==> src/rtl/prng_pkg.sv <==
// rtl/prng_pkg.sv - shared widths, sample types and the PRNG mixing function
package prng_pkg;

    localparam int STEP_W = 16;
    localparam int DATA_W = 8;

    typedef logic [STEP_W-1:0] step_t;

    typedef struct packed {
        logic [DATA_W-1:0] x;
        logic [DATA_W-1:0] y;
    } sample_t;

    typedef enum logic {
        EMPTY = 1'b0,
        FULL  = 1'b1
    } out_state_e;

    // x = hi+lo, y = x+lo, all modulo 2^DATA_W
    function automatic sample_t prng_mix(step_t step);
        sample_t s;
        s.x = step[STEP_W-1:DATA_W] + step[DATA_W-1:0];
        s.y = s.x + step[DATA_W-1:0];
        return s;
    endfunction

endpackage

==> src/rtl/prng_core.sv <==
// rtl/prng_core.sv - step counter with advance/load, combinational mix and wrap flag
module prng_core
    import prng_pkg::*;
#(
    parameter step_t SEED = 16'h0000
) (
    input  logic    clk,
    input  logic    rst,
    input  logic    adv_i,
    input  logic    load_i,
    input  step_t   seed_i,
    output step_t   cnt_o,
    output sample_t sample_o,
    output logic    wrap_o
);

    step_t cnt_q, cnt_d;
    logic  wrap_q, wrap_d;

    // Load wins over advance; only an advance out of all-ones reports a wrap.
    always_comb begin
        cnt_d  = cnt_q;
        wrap_d = 1'b0;
        if (load_i) begin
            cnt_d = seed_i;
        end else if (adv_i) begin
            cnt_d  = cnt_q + 1'b1;
            wrap_d = (cnt_q == '1);
        end
    end

    always_ff @(posedge clk or posedge rst) begin
        if (rst) begin
            cnt_q  <= SEED;
            wrap_q <= 1'b0;
        end else begin
            cnt_q  <= cnt_d;
            wrap_q <= wrap_d;
        end
    end

    assign cnt_o    = cnt_q;
    assign sample_o = prng_mix(cnt_q);
    assign wrap_o   = wrap_q;

endmodule

==> src/rtl/prng_sched.sv <==
// rtl/prng_sched.sv - round-robin scheduler sharing one PRNG among NUM_REQ requesters
module prng_sched
    import prng_pkg::*;
#(
    parameter int    NUM_REQ = 4,
    parameter step_t SEED    = 16'h0000
) (
    input  logic                       clk,
    input  logic                       rst,
    input  logic [NUM_REQ-1:0]         req,
    output logic [NUM_REQ-1:0]         gnt,
    input  logic                       cfg_load,
    input  logic [STEP_W-1:0]          cfg_seed,
    output logic                       out_valid,
    input  logic                       out_ready,
    output logic [DATA_W-1:0]          out_x,
    output logic [DATA_W-1:0]          out_y,
    output logic [STEP_W-1:0]          out_step,
    output logic [$clog2(NUM_REQ)-1:0] out_id,
    output logic                       wrap
);

    localparam int ID_W = $clog2(NUM_REQ);

    out_state_e      state_q, state_d;
    logic [ID_W-1:0] ptr_q, ptr_d;
    sample_t         smp_q, smp_d;
    step_t           step_q, step_d;
    logic [ID_W-1:0] id_q, id_d;

    logic            issue;
    logic            found;
    logic [ID_W-1:0] win_idx;
    step_t           cnt;
    sample_t         mix;

    prng_core #(
        .SEED (SEED)
    ) u_core (
        .clk      (clk),
        .rst      (rst),
        .adv_i    (issue),
        .load_i   (cfg_load),
        .seed_i   (cfg_seed),
        .cnt_o    (cnt),
        .sample_o (mix),
        .wrap_o   (wrap)
    );

    // First requester at or after ptr, wrapping at NUM_REQ.
    always_comb begin
        found   = 1'b0;
        win_idx = '0;
        for (int i = 0; i < NUM_REQ; i++) begin
            int              j;
            logic [ID_W-1:0] k;
            j = int'(ptr_q) + i;
            if (j >= NUM_REQ) begin
                j = j - NUM_REQ;
            end
            k = ID_W'(j);
            if (!found && req[k]) begin
                found   = 1'b1;
                win_idx = k;
            end
        end
    end

    // rst gates the grant so nothing is offered while reset is held.
    assign issue = ~rst & found & ~cfg_load & ((state_q == EMPTY) | out_ready);

    always_comb begin
        gnt = '0;
        if (issue) begin
            gnt[win_idx] = 1'b1;
        end
    end

    always_comb begin
        state_d = state_q;
        ptr_d   = ptr_q;
        smp_d   = smp_q;
        step_d  = step_q;
        id_d    = id_q;
        if (issue) begin
            state_d = FULL;
            ptr_d   = (win_idx == ID_W'(NUM_REQ - 1)) ? '0 : win_idx + 1'b1;
            smp_d   = mix;
            step_d  = cnt;
            id_d    = win_idx;
        end else if (state_q == FULL && out_ready) begin
            state_d = EMPTY;
        end
    end

    always_ff @(posedge clk or posedge rst) begin
        if (rst) begin
            state_q <= EMPTY;
            ptr_q   <= '0;
            smp_q   <= '0;
            step_q  <= '0;
            id_q    <= '0;
        end else begin
            state_q <= state_d;
            ptr_q   <= ptr_d;
            smp_q   <= smp_d;
            step_q  <= step_d;
            id_q    <= id_d;
        end
    end

    assign out_valid = (state_q == FULL);
    assign out_x     = smp_q.x;
    assign out_y     = smp_q.y;
    assign out_step  = step_q;
    assign out_id    = id_q;

endmodule

==> config.mk <==
export PLATFORM = sky130hd
export DESIGN_NAME = prng_sched
export DESIGN_NICKNAME = d
export VERILOG_FILES = /design/src/rtl/prng_pkg.sv /design/src/rtl/prng_core.sv /design/src/rtl/prng_sched.sv
export SDC_FILE = /design/constraint.sdc
export NUM_CORES = 1
export LEC_CHECK = 0
export ABC_CLOCK_PERIOD_IN_PS = 7300
export BUFFER_PORTS_ARGS = -buffer_cell sky130_fd_sc_hd__buf_4
export CAP_MARGIN = 20
export CORE_ASPECT_RATIO = 1.2
export CORE_MARGIN = 2
export CORE_UTILIZATION = 35
export DETAILED_ROUTE_END_ITERATION = 16
export SLEW_MARGIN = 20
export SYNTH_ARGS = -nofsm -noshare
export SYNTH_HDL_FRONTEND = slang
export SYNTH_SLANG_ARGS = --single-unit
==> constraint.sdc <==
create_clock -name clk -period 7.3 [get_ports clk]
set_input_delay 1.095 -clock clk [delete_from_list [all_inputs] [get_ports clk]]
set_output_delay 1.095 -clock clk [all_outputs]
set_load 0.02 [all_outputs]
# Yosys cells after proc, flatten, opt, wreduce, memory -nomap -nowiden
# Index checks and enable logic that the tools add are counted.
word_totals:
  register_bits: 54
  elab_cells: 78
  output_inout_bits: 40
classes:
  n_bitwise: 7
  n_eq_ne: 2
  order_cmp: 10
  n_addsub: 11
  muxes: 30
  n_reduce_logical: 10
op_table:
  columns: ["op", "count"]
  rows:
  - ["two-way mux 16 bit", 2]
  - ["two-way mux 2 bit", 9]
  - ["adder 16 x 1 -> 16 bit, second input constant", 1]
  - ["adder 8 bit", 2]
  - ["== test 16 bit, second input constant", 1]
  - ["less-than comparator 2 x 3 -> 1 bit, second input constant", 5]
  - ["two-way mux 1 bit", 13]
  - ["greater-or-equal comparator 3 bit, second input constant", 3]
  - ["binary-select mux 1 bit (select 2 bit)", 4]
  - ["subtractor 2 x 1 -> 2 bit, second input constant", 4]
  - ["adder 2 x 2 -> 3 bit, second input constant", 2]
  - ["logical AND 1 bit", 5]
  - ["two-way mux 4 bit", 1]
  - ["nonzero test 2 bit", 2]
  - ["adder 2 x 1 -> 3 bit, second input constant", 1]
  - ["bitwise AND 1 bit", 3]
  - ["greater-or-equal comparator 2 x 3 -> 1 bit, second input constant", 1]
  - ["logical NOT 1 bit", 3]
  - ["inverter 1 bit", 3]
  - ["adder 2 x 1 -> 2 bit, second input constant", 1]
  - ["demux 1 bit (select 2 bit)", 1]
  - ["== test 2 bit, second input constant", 1]
  - ["greater-or-equal comparator 2 x 1 -> 1 bit, second input constant", 1]
  - ["OR 1 bit", 1]

# Longest topological paths before layout
depth:
  ltp_word: 19
  mapped_depth: 12
  depth_no_buf: 12

# Modules after synthesis
# From an unflattened synthesis, not the netlist that was laid out.
hier_totals:
  cells_unflattened: 352
  area_unflattened_um2: 3125.5
modules_own_cells:
  columns: ["module", "area_per_inst_um2", "cells_each", "instances"]
  rows:
  - ["prng_sched", 1606.5, 179, 1]
  - ["prng_core", 1519.0, 173, 1]

# Least setup slack after synthesis
# OpenSTA, ideal clock, no wires.
synth_timing:
  kind: "input to output"
  start: "input rst"
  end: "output gnt[2]"
  t_arrival_ns: 3.360
  t_required_ns: 6.205
  path_buffers: 3
  path_stages: 6
  path_slack_ns: 2.845
  path_cell_list: "inv_1 -> and4_4 -> buf_6 -> buf_6 -> buf_2 -> and2_1"
synth_between:
  elab_chain_cells: 5
synth_rtl:
  columns: ["element", "line", "source"]
  rows:
  - ["start: declaration", "prng_sched.sv:9", "input logic rst,"]
  - ["inverter 1 bit", "prng_sched.sv:70", "assign issue = ~rst & found & ~cfg_load & ((state_q == EMPTY) | out_ready);"]
  - ["bitwise AND 1 bit (3 in series)", "prng_sched.sv:70", null]
  - ["two-way mux 4 bit", "prng_sched.sv:74", "if (issue) begin"]
  - ["end: declaration", "prng_sched.sv:11", "output logic [NUM_REQ-1:0] gnt,"]
# No other way between the ends.

# Worst setup path after layout
layout_timing:
  start: "input rst"
  end: "output gnt[1]"
# Same word-level chain as after synthesis.

==> run_results.csv <==
group,metric,value,unit
critical_path,ff2ff_setup_slack,3.73,ns
floorplan,rows,37,
grt,grtUsageTotal,15.8,%
synth,ys_seq_area_share,43.6,%
critical_path,cpPeakStageDelay,0.70,ns
synth,synth_area,3100,µm²
critical_path,crit_family,"simple AND/OR/NAND/NOR gates",
synth,synth_top_area_share,43.6,%
cells_and_area,fin_nets,449,
cts,clockBufferDepth,2,
cts,htreeDepth,2,
timing,finalHoldViolCount,0,
floorplan,io_pins,64,
grt,grt_pass1_wl,12.4,mm
critical_path,timing.rr.start,"u_core.cnt_o[0]",
timing,period_share,53.7,%
grt,grt_pass1_vias,2516,
grt,grt_overflow,0,
cells_and_area,n_antenna_cell,0,
synth,yosys.area_share.simple,21.4,%
cts,cts.hold.buffers_added,0,
route,drc,0,
min_path,min_path_cells,2,
synth,synth_compound_area_share,16.8,%
critical_path,crit_buf_inv,4,
timing,slew_headroom,47.0,%
cts,clk_latency,0.31,ns
synth,synth_seq_cells,54,
synth,async_flop_share,100,%
place,gp_congestion,0.766,
critical_path,crit_path_frequent_cell,"buf_4",
synth,yosysWarnings,0,
route,first_pass_iters,4,
floorplan,die-area,9630,µm²
run,drv_cap,0,
synth,synth_area_leaders,"dfrtp_1, nand2_1, ha_1, o21ai_0, a21oi_1",
floorplan,start_util,36.0,%
route,vias,2678,
critical_path,criticalPathCategory,"in2out",
critical_path,crit_chain,"buf_4 -> inv_2 -> buf_4 -> and4_4 -> and2_1 -> buf_4",
place,dp_hpwl,5.47,mm
critical_path,endpoint_kind,"output port",
timing,worst_slack,3.38,ns
cts,cts_sinks,54,
critical_path,crit_path_start_kind,"input pin",
synth,synth_top_family_by_area,"simple AND/OR/NAND/NOR gates",
power_and_ir_drop,p_per_area,288,nW/µm²
floorplan,core,8610,µm²
cts,post-cts-setup-buffers,0,
min_path,hold_start,"out_x[1]",
status,status,"completed",
synth,syn_nets,392,
timing,worstMarginPinSlew,0.788,ns
timing,period_minus_slack,3.92,ns
route,wl_per_cell,14.7,µm
cells_and_area,drive_gt1_share,20.5,%
synth,synth.distinct_cells,46,
synth,synth_xor_area_share,3.39,%
synth,avgSynthCellArea,8.93,µm²
synth,syn_inst,347,
route,drt.antenna.violating_nets,0,
grt,grt_max_degree,57,
timing,rsz0062_at_grt,"false",
min_path,min_to,"out_x[1]",
timing,finalMaxSlewViolations,0,
place,place_inst,514,
route,routed_wl,7.66,mm
timing,clock.fmax,255,MHz
cts,root_buffer,"clkbuf_8",
critical_path,r2r_end,"out_y[7]",
cts,cts_resized,0,
cells_and_area,utilization,43.5,%
floorplan,die_w,89.9,µm
min_path,hp-class,"reg2reg",
synth,synth.most_common_cell,"nand2_1",
place,place_ws,3.28,ns
critical_path,reg2reg_depth,12,
floorplan,die_h,107,µm
cts,cts.clk_slew.worst_paths,0.10,ns
cells_and_area,area_growth,20.8,%
critical_path,cp_slowest_cell,"and4_4",
synth,synth_edf_count,0,
timing,finClkSkew,0.0134,ns
critical_path,crit_fanout,56,
route,viasPerCell,5.13,
critical_path,arrival,2.83,ns
timing,setup_viol,0,
critical_path,crit_required,6.20,ns
place,port_buffers,63,
grt,antenna_found_initial,0,
synth,synth.area.mux_share,1.70,%
timing,timing.setup.tns,0,ns
power_and_ir_drop,p_leak,1.85,nW
synth,synthAdderAreaFrac,8.96,%
synth,yosysTopAreaCell,"dfrtp_1",
cts,cts_tree,"yes",
synth,synth_ff_type,"dfrtp_1",
route,dr.first_iter.drc_count,137,
synth,yosys-top-cells-count,"nand2_1, dfrtp_1, o21ai_0",
power_and_ir_drop,ir_drop,0.0984,mV
cts,cts_buffers,5,
cells_and_area,finalNonFillerCells,522,
sequential cells by signal, indices dropped and copies added (netlist names):
name and cells:
out_x 8, u_core.cnt_o 16, out_y 8, u_core.wrap_o 1, ptr_q 2, out_step 16, out_valid 1, out_id 2
per-layer routing:
metal | global-route usage (%) | routed length [µm] | up-vias
met3 | 2.88 | 325 | 6
met1 | 20.2 | 3390 | 1279
li1 | - | - | 1327
met4 | 3.85 | 67 | 0
met5 | 0 | 0 | -
met2 | 27.9 | 3870 | 66
through the flow:
step / power (mW) / instance area [µm²] / hold slack [ns]
after floorplan: 0.736 / 3100 / 0.471
after global placement: 0.904 / 3650 / 0.467
final: 1.08 / 3740 / 0.487
after CTS: 1.09 / 3740 / 0.493
after global routing: 1.16 / 3740 / 0.513
after detailed placement: 0.913 / 3650 / 0.470
cells in the final DEF (no fill, tap or decap), drive strengths merged, types with 3 or more instances in the layout:
cell,instances
dfrtp,54
nand3,7
clkbuf,7
a221o,6
o311ai,3
o21ai,29
nand4,7
a211oi,4
inv,13
a21o,3
nor4,3
nor2,13
xor2,6
and3,3
ha,19
mux2i,3
nor3,4
and4,3
xnor2,6
and2,5
nand2,95
a21oi,17
buf,65
nand2b,4
report_power, final:
| part | total (mW) | switching [mW] | internal [mW] |
|---|---|---|---|
| combinational | 0.468 | 0.268 | 0.199 |
| clock | 0.176 | 0.0989 | 0.0769 |
| sequential | 0.435 | 0.0638 | 0.372 |
cell type report:
cell class	count	area, µm²
fillers	891	4870
repair buffers	65	488
inverters	13	48.8
clock buffers	7	86.3
flip-flops and latches	54	1350
well taps	117	146
clock inverters	1	5.00
multi-input cells	265	1620
worst max path at each step:
stage | from | slack [ns] | cells after the start | end
floorplan | rst | 2.85 | 6 | gnt[2]
global placement | rst | 3.31 | 6 | gnt[2]
detailed placement | rst | 3.28 | 6 | gnt[1]
CTS | rst | 3.28 | 6 | gnt[1]
global route | rst | 3.14 | 6 | gnt[0]
finish | rst | 3.38 | 6 | gnt[1]
worst min-delay path, cell delays in order, from the launching register on:
cell,delay (ns)
dfrtp_1,0.36
nand2_1,0.05
nand2_1,0.05
logic make-up (layout without fill, tap and decap cells):
family	Yosys count	after routing
buf+inv	28	86
simple gates	146	146
mux	5	5
fa+ha+maj	21	21
xor+xnor	12	12
compound gates	81	81
flops	54	54
No activity file was read; power rests on OpenSTA's default activity.
